**config.mk**
```make
export PLATFORM = sky130hd
export DESIGN_NAME = pe_layer_scheduler_flat
export DESIGN_NICKNAME = d
export VERILOG_FILES = /design/src/rtl/pe_layer_scheduler_if.sv /design/src/rtl/pe_layer_scheduler.sv /design/src/flat_wrapper.sv
export SDC_FILE = /design/constraint.sdc
export NUM_CORES = 1
export LEC_CHECK = 0
export ABC_CLOCK_PERIOD_IN_PS = 5050
export CORE_UTILIZATION = 50
export DETAILED_ROUTE_END_ITERATION = 12
export PLACE_DENSITY = 0.69
export SLEW_MARGIN = 20
export SYNTH_ARGS = -nofsm -noshare
export SYNTH_HDL_FRONTEND = slang
export SYNTH_SLANG_ARGS = --single-unit
```
**constraint.sdc**
```tcl
create_clock -name clk -period 5.05 [get_ports clk]
set_input_delay 0.7575 -clock clk [delete_from_list [all_inputs] [get_ports clk]]
set_output_delay 0.7575 -clock clk [all_outputs]
set_load 0.005 [all_outputs]
```
**src/rtl/pe_layer_scheduler_if.sv**
```systemverilog
// pe_layer_scheduler_if
//   Bundles the HPS Avalon-MM slave port and the PE-controller job port of
//   the layer scheduler.
//   slave  : scheduler side (takes bus requests, drives PE job signals)
//   master : HPS / PE-controller side
// Signals
//   chipselect, write, address[3:0], writedata[31:0] -> register access
//   readdata[31:0], irq                              <- register read / interrupt
//   pe_start, pe_in_base[IN_AW], pe_out_addr[OUT_AW] <- per-pixel job
//   pe_busy                                          -> PE controller status
interface pe_layer_scheduler_if #(
  parameter int IN_AW  = 17,
  parameter int OUT_AW = 15
);
  logic              chipselect;
  logic              write;
  logic [3:0]        address;
  logic [31:0]       writedata;
  logic [31:0]       readdata;
  logic              irq;
  logic              pe_start;
  logic [IN_AW-1:0]  pe_in_base;
  logic [OUT_AW-1:0] pe_out_addr;
  logic              pe_busy;

  modport slave (
    input  chipselect, write, address, writedata, pe_busy,
    output readdata, irq, pe_start, pe_in_base, pe_out_addr
  );

  modport master (
    output chipselect, write, address, writedata, pe_busy,
    input  readdata, irq, pe_start, pe_in_base, pe_out_addr
  );
endinterface

```
**src/rtl/pe_layer_scheduler.sv**
```systemverilog
// pe_layer_scheduler
//   Walks one conv layer over the PE array: one PE-controller job per output
//   pixel. HPS programs the geometry over Avalon-MM and writes CTRL.start;
//   the block then drives input base / output address, pulses pe_start and
//   waits for each job to finish, with no per-pixel HPS involvement.
// Ports
//   clk, rst_n : single clock, asynchronous active-low reset
//   bus        : pe_layer_scheduler_if.slave (Avalon-MM regs + PE job port)
// Register map
//   0 CTRL (bit0 start, bit1 abort, self-clearing)  1 STATUS (busy/done/err/aborted)
//   2 OUT_W 3 OUT_H 4 IN_BASE 5 OUT_BASE 6 IN_COL_STEP 7 IN_ROW_STEP
//   8 OUT_STEP 9 PIX_CNT (RO) 10 PERF (RO)
// Configuration
//   PERF_CNT_EN : when defined, reg 10 is a saturating 32-bit busy-cycle
//                 counter; otherwise reg 10 reads 0.
module pe_layer_scheduler #(
  parameter int IN_AW   = 17,
  parameter int OUT_AW  = 15,
  parameter int DIM_W   = 11,
  parameter int ACK_TMO = 64
) (
  input logic                 clk,
  input logic                 rst_n,
  pe_layer_scheduler_if.slave bus
);
  localparam int TMR_W = $clog2(ACK_TMO + 1);
  localparam logic [TMR_W-1:0] TMR_LAST = TMR_W'(ACK_TMO - 1);

  typedef enum logic [2:0] {
    IDLE, ISSUE, WAIT_ACK, WAIT_DONE, ADVANCE, FINISH
  } state_t;

  state_t state, state_nxt;

  // configuration registers
  logic [DIM_W-1:0]   out_w, out_h, col_step, row_step, out_step;
  logic [IN_AW-1:0]   in_base;
  logic [OUT_AW-1:0]  out_base;

  // layer walk state
  logic [DIM_W-1:0]   col, row;
  logic [IN_AW-1:0]   row_base, col_addr;
  logic [OUT_AW-1:0]  out_addr;
  logic [2*DIM_W-1:0] pix_cnt;
  logic [TMR_W-1:0]   tmr;

  logic st_done, st_err, st_aborted;
  logic start_req, abort_req, abort_pend, busy_q;
  logic busy;
  logic [31:0] perf;

  // host decode
  logic wr, rd, ctrl_wr, stat_wr, cfg_wr;
  assign wr      = bus.chipselect &  bus.write;
  assign rd      = bus.chipselect & ~bus.write;
  assign ctrl_wr = wr && bus.address == 4'd0;
  assign stat_wr = wr && bus.address == 4'd1;
  assign cfg_wr  = wr && !busy;

  // start and abort in one write: abort wins, and an abort in IDLE is a no-op
  logic start_ok, dims_ok, abort_hit, fall, timeout, last_col, last_pix;
  assign start_ok  = start_req && !abort_req;
  assign dims_ok   = out_w != '0 && out_h != '0;
  assign abort_hit = abort_req | abort_pend;
  assign fall      = busy_q & ~bus.pe_busy;
  assign timeout   = !bus.pe_busy && tmr == TMR_LAST;
  assign last_col  = col == out_w - DIM_W'(1);
  assign last_pix  = last_col && row == out_h - DIM_W'(1);

  logic [IN_AW-1:0] row_base_nxt;
  assign row_base_nxt = row_base + IN_AW'(row_step);

  // state register
  always_ff @(posedge clk or negedge rst_n)
    if (!rst_n) state <= IDLE;
    else        state <= state_nxt;

  // next state
  always_comb begin
    state_nxt = state;
    case (state)
      IDLE:      if (start_ok && dims_ok) state_nxt = ISSUE;
      ISSUE:     state_nxt = abort_hit ? IDLE : WAIT_ACK;
      WAIT_ACK:  if (abort_hit)        state_nxt = IDLE;
                 else if (bus.pe_busy) state_nxt = WAIT_DONE;
                 else if (timeout)     state_nxt = IDLE;
      WAIT_DONE: if (fall) state_nxt = abort_hit ? IDLE : ADVANCE;
      ADVANCE:   if (last_pix)       state_nxt = FINISH;
                 else if (abort_hit) state_nxt = IDLE;
                 else                state_nxt = ISSUE;
      FINISH:    state_nxt = IDLE;
      default:   state_nxt = IDLE;
    endcase
  end

  // outputs
  always_comb begin
    busy            = state != IDLE;
    bus.pe_start    = state == ISSUE;
    bus.pe_in_base  = col_addr;
    bus.pe_out_addr = out_addr;
    bus.irq         = st_done | st_err;
  end

  // datapath, status and registers
  always_ff @(posedge clk or negedge rst_n)
    if (!rst_n) begin
      out_w <= '0; out_h <= '0; col_step <= '0; row_step <= '0; out_step <= '0;
      in_base <= '0; out_base <= '0;
      col <= '0; row <= '0; row_base <= '0; col_addr <= '0; out_addr <= '0;
      pix_cnt <= '0; tmr <= '0;
      st_done <= 1'b0; st_err <= 1'b0; st_aborted <= 1'b0;
      start_req <= 1'b0; abort_req <= 1'b0; abort_pend <= 1'b0; busy_q <= 1'b0;
    end else begin
      busy_q     <= bus.pe_busy;
      start_req  <= ctrl_wr && bus.writedata[0];
      abort_req  <= ctrl_wr && bus.writedata[1];
      // an abort seen while a job runs is held until that job drains
      abort_pend <= (state == WAIT_DONE) && abort_hit;

      if (cfg_wr)
        case (bus.address)
          4'd2: out_w    <= bus.writedata[DIM_W-1:0];
          4'd3: out_h    <= bus.writedata[DIM_W-1:0];
          4'd4: in_base  <= bus.writedata[IN_AW-1:0];
          4'd5: out_base <= bus.writedata[OUT_AW-1:0];
          4'd6: col_step <= bus.writedata[DIM_W-1:0];
          4'd7: row_step <= bus.writedata[DIM_W-1:0];
          4'd8: out_step <= bus.writedata[DIM_W-1:0];
          default: ;
        endcase

      // clears first so a same-cycle set wins
      if (stat_wr) begin
        if (bus.writedata[1]) st_done    <= 1'b0;
        if (bus.writedata[2]) st_err     <= 1'b0;
        if (bus.writedata[3]) st_aborted <= 1'b0;
      end

      case (state)
        IDLE: if (start_ok) begin
          if (dims_ok) begin
            row_base <= in_base;
            col_addr <= in_base;
            out_addr <= out_base;
            col      <= '0;
            row      <= '0;
            pix_cnt  <= '0;
          end else begin
            st_done <= 1'b1;
          end
        end
        ISSUE: begin
          // tmr holds cycles elapsed since pe_start
          tmr <= TMR_W'(1);
          if (abort_hit) st_aborted <= 1'b1;
        end
        WAIT_ACK: begin
          tmr <= tmr + TMR_W'(1);
          if (abort_hit)                   st_aborted <= 1'b1;
          else if (!bus.pe_busy && timeout) st_err    <= 1'b1;
        end
        WAIT_DONE: if (fall && abort_hit) begin
          pix_cnt    <= pix_cnt + 1'b1;
          st_aborted <= 1'b1;
        end
        ADVANCE: begin
          pix_cnt  <= pix_cnt + 1'b1;
          out_addr <= out_addr + OUT_AW'(out_step);
          if (!last_col) begin
            col      <= col + DIM_W'(1);
            col_addr <= col_addr + IN_AW'(col_step);
          end else begin
            col      <= '0;
            row      <= row + DIM_W'(1);
            row_base <= row_base_nxt;
            col_addr <= row_base_nxt;
          end
          if (abort_hit && !last_pix) st_aborted <= 1'b1;
        end
        FINISH: st_done <= 1'b1;
        default: ;
      endcase
    end

`ifdef PERF_CNT_EN
  // counts every non-IDLE cycle of the layer; cleared on start accept
  always_ff @(posedge clk or negedge rst_n)
    if (!rst_n)                      perf <= '0;
    else if (state == IDLE && start_ok) perf <= '0;
    else if (busy && perf != '1)     perf <= perf + 32'd1;
`else
  assign perf = '0;
`endif

  // registered read port
  always_ff @(posedge clk or negedge rst_n)
    if (!rst_n) bus.readdata <= '0;
    else if (rd)
      case (bus.address)
        4'd1:    bus.readdata <= {28'd0, st_aborted, st_err, st_done, busy};
        4'd2:    bus.readdata <= 32'(out_w);
        4'd3:    bus.readdata <= 32'(out_h);
        4'd4:    bus.readdata <= 32'(in_base);
        4'd5:    bus.readdata <= 32'(out_base);
        4'd6:    bus.readdata <= 32'(col_step);
        4'd7:    bus.readdata <= 32'(row_step);
        4'd8:    bus.readdata <= 32'(out_step);
        4'd9:    bus.readdata <= 32'(pix_cnt);
        4'd10:   bus.readdata <= perf;
        default: bus.readdata <= '0;
      endcase
endmodule
```
**src/flat_wrapper.sv**
```systemverilog
// flat-port wrapper written by rule: the top's interface ports become plain ports
module pe_layer_scheduler_flat 
#(
  parameter int IN_AW   = 17,
  parameter int OUT_AW  = 15,
  parameter int DIM_W   = 11,
  parameter int ACK_TMO = 64
)
  (clk, rst_n, bus_chipselect, bus_write, bus_address, bus_writedata, bus_pe_busy, bus_readdata, bus_irq, bus_pe_start, bus_pe_in_base, bus_pe_out_addr);
  pe_layer_scheduler_if #(.IN_AW(IN_AW), .OUT_AW(OUT_AW)) bus_i ();
  input logic clk;
  input logic rst_n;
  input wire logic [$bits(bus_i.chipselect)-1:0] bus_chipselect;
  input wire logic [$bits(bus_i.write)-1:0] bus_write;
  input wire logic [$bits(bus_i.address)-1:0] bus_address;
  input wire logic [$bits(bus_i.writedata)-1:0] bus_writedata;
  input wire logic [$bits(bus_i.pe_busy)-1:0] bus_pe_busy;
  output wire logic [$bits(bus_i.readdata)-1:0] bus_readdata;
  output wire logic [$bits(bus_i.irq)-1:0] bus_irq;
  output wire logic [$bits(bus_i.pe_start)-1:0] bus_pe_start;
  output wire logic [$bits(bus_i.pe_in_base)-1:0] bus_pe_in_base;
  output wire logic [$bits(bus_i.pe_out_addr)-1:0] bus_pe_out_addr;
  assign bus_i.chipselect = bus_chipselect;
  assign bus_i.write = bus_write;
  assign bus_i.address = bus_address;
  assign bus_i.writedata = bus_writedata;
  assign bus_i.pe_busy = bus_pe_busy;
  assign bus_readdata = bus_i.readdata;
  assign bus_irq = bus_i.irq;
  assign bus_pe_start = bus_i.pe_start;
  assign bus_pe_in_base = bus_i.pe_in_base;
  assign bus_pe_out_addr = bus_i.pe_out_addr;
  pe_layer_scheduler #(.IN_AW(IN_AW), .OUT_AW(OUT_AW), .DIM_W(DIM_W), .ACK_TMO(ACK_TMO)) u_core (.clk(clk), .rst_n(rst_n), .bus(bus_i));
endmodule
```
==> results.toml <==
[status]
status = "completed"

[route]
route.vias.total = 10900
routed_wl_um = 38900
first_pass_iters = 5
drt_iter0_drc = 1070
drtAntennaViolNets = 0
drc = 0
routedWlPerCell_um = 22.6
vias_per_cell = 6.32

[floorplanning]
rows = 57
start_util_pct = 51.6
pin_count = 107
die_y_um = 161
die_x_um = 161
coreArea_um2 = 24600
dieArea_um2 = 26000

[power]
netSwitchingFraction_pct = 38.5
p_switching_w = 0.00285
p_clk_share_pct = 24.5
peakVddDrop_uv = 321
power_frac_comb_pct = 37.5
p_seq_share_pct = 38.1
total_power_w = 0.00741
p_leak_nw = 6.36
powerDensity_nw_per_um2 = 505
power.internal_w = 0.00455

[synthesis]
syn_area_um2 = 12700
yosysSeqAreaShare_pct = 43.1
synth_area_leaders = "dfrtp_1 43%, mux2_2 7.2%, ha_1 3.8%"
yosysWarnings = 0
yosysMostFrequentCell = "dfrtp_1"
synthDominantCellAreaShare_pct = 43.1
async_flop_share_pct = 100
synth-seq-cells = 219
synthTopCellsByCount = "219 x dfrtp_1, 107 x nand2_1, 99 x nor2_1"
synth_edf_count = 0
synth-main-ff-cell = "dfrtp_1"
ys_types = 77
postSynthAreaPerCell_um2 = 9.64
yosysTopAreaCell = "dfrtp_1"
postSynthCellCount = 1317

[grt]
overflow = 0
grt_pass1_wl_um = 60000
antenna_found_initial = 0
grt_pass1_vias = 10500
grt_usage_pct = 29.9
grt_max_degree = 106

[final_layout]
final_cell_area_um2 = 14700
regArea_um2 = 5480
fill_cells = 2143
area_delta_synth_final_pct = 15.4
n_antenna_cell = 0
num-nets-final = 1465
drive_gt1_share_pct = 12.7
multi_input_comb_area_um2 = 6830

[sta]
period_needed_ns = 3.99
fmax_ghz = 0.250
final_max_slew_viol_count = 0
holdWs_ns = 0.290
tightest_slew_ns = 1.12
setup_viol = 0
timing.final.ws_setup_ns = 1.06
worst_clock_skew_ns = 0.0234
fin_crit_sh_pct = 79.1
slew_headroom_pct = 24.9
fin_setup_tns_ns = 0
rsz0062_at_grt = "no"
hold_violations = 0

[worst_setup_path]
cp-start-kind = "flip-flop"
cp_max_fo = 23
r2r_slack_ns = 1.06
crit_slowest_cell = "or4_4"
critPathKind = "reg -> reg"
crit_required_ns = 5.46
critPathMaxStageDelay_ns = 0.72
critPathCaptureType = "flip-flop"
crit_arrival_ns = 4.40
cp_cell_sequence = "inv_1 -> ha_1 -> or3b_1 -> or4bb_1 -> o32ai_1 -> nor2_1 -> or4_4 -> a21oi_4 -> o21ai_1 -> a22o_1"

[clock_tree]
cts_buffers = 25
cts_hold_buffers = 0
root_buffer = "clkbuf_16"
cts_buffer_depth = 3
cts_setup_buffers = 0
clk-insertion-delay-late_ns = 0.54
cts_tree = "yes"
path_clk_slew_ns = 0.06
ctsHtreeMaxLevel = 1
cts_resized = 0
clock_sinks = 219

[flow_run]
maxCapViolCount = 0

[hold_path]
hold_path_class = "in -> async"

[place]
dpl_worst_slack_ns = 1.08
placed_area_um2 = 13900
dpl.hpwl_um = 27600
portBuffers = 81
place_congestion = 0.923
## power by group through the flow
| stage | Combinational, W | Clock, W | Sequential [W] |
|---|---|---|---|
| 6_report | 0.00278 | 0.00181 | 0.00282 |
| 5_1_grt | 0.00305 | 0.00190 | 0.00286 |
| 4_1_cts | 0.00275 | 0.00183 | 0.00280 |
| 3_5_place_dp | 0.00272 | 0 | 0.00282 |
| 3_3_place_gp | 0.00265 | 0 | 0.00281 |
| 2_1_floorplan | 0.00198 | 0 | 0.00256 |
## per-stage QoR
stage / std cells / util [%]
6_report: 1722 / 59.6
5_1_grt: 1722 / 59.6
4_1_cts: 1722 / 59.6
3_5_place_dp: 1679 / 56.3
3_3_place_gp: 1679 / 56.3
2_1_floorplan: 1326 / -
## path summary, 6_finish.rpt
kind	startpoint	endpoint	depth (start not counted)
max	u_core.out_w[0]$_DFFE_PN0P_	u_core.row_base[13]$_DFFE_PN0P_	10
min	rst_n	u_core.bus.pe_in_base[11]$_DFFE_PN0P_	1
max reg2reg	u_core.out_w[0]$_DFFE_PN0P_	u_core.row_base[13]$_DFFE_PN0P_	10
min reg2reg	u_core.st_done$_DFF_PN0_	u_core.st_done$_DFF_PN0_	2
max in group asynchronous	rst_n	u_core.bus.readdata[1]$_DFFE_PN0P_	2
min in group clk	u_core.st_done$_DFF_PN0_	u_core.st_done$_DFF_PN0_	2
## per-layer routing
| metal | up-vias | track usage, % | wire [um] |
|---|---|---|---|
| li1 | 4945 | - | - |
| met1 | 5424 | 42.4 | 16900 |
| met2 | 443 | 46.3 | 17400 |
| met3 | 76 | 4.19 | 3030 |
| met4 | 0 | 11.3 | 1570 |
| met5 | - | 0 | 0 |
## state kept, by name, summed over array words and instances, names as in the netlist, 15 cells and up
signal and cells:
u_core.bus.pe_out_addr 15, u_core.out_base 15, u_core.bus.pe_in_base 17, u_core.pix_cnt 22
u_core.in_base 17, u_core.bus.readdata 22, u_core.row_base 17
## cell families after synthesis
logic type / after synthesis / share of synthesized area (%)
xor gates and xnor gates: 75 / 5.17
and+or+nand+nor: 438 / 17.2
buffers and inverters: 109 / 3.75
DFF: 219 / 43.1
muxes: 94 / 8.22
adders and majority gates: 43 / 4.39
other: 1 / 0.0295
AOI/OAI and AO/OA: 338 / 18.0
## worst max-delay path: cells and delay by family, from the launching register on
family | cells | cell delay [ns]
flops | 1 | 0.46
simple gates | 4 | 1.89
buf+inv | 1 | 0.10
fa+ha+maj | 1 | 0.25
compound gates | 4 | 1.17
## layout make-up
class,instances,share of cell area [%]
well taps,324,2.77
clock inverters,12,0.871
inverters,30,0.768
clock buffers,31,4.63
flip-flops and latches,219,37.4
repair buffers,108,7.03
multi-input cells,998,46.6
## cell usage in the layout (no fill, tap or decap), drive strengths merged, types with 5 or more instances in the layout
master	n
a211oi	10
a21o	11
a21oi	70
a221oi	6
a22o	34
a22oi	35
a31oi	16
and2	10
and3	16
buf	28
clkbuf	31
clkdlybuf4s50	80
clkinv	5
conb	10
dfrtp	219
ha	39
inv	31
mux2	82
mux2i	12
nand2	107
nand2b	18
nand3	30
nand4	17
nor2	100
nor2b	26
nor3	45
nor4	21
o2111ai	6
o211ai	10
o21a	9
o21ai	76
o22ai	9
o31ai	8
or2	10
or3	15
or4	7
xnor2	45
xor2	30
(Power assumes the default switching activity.)
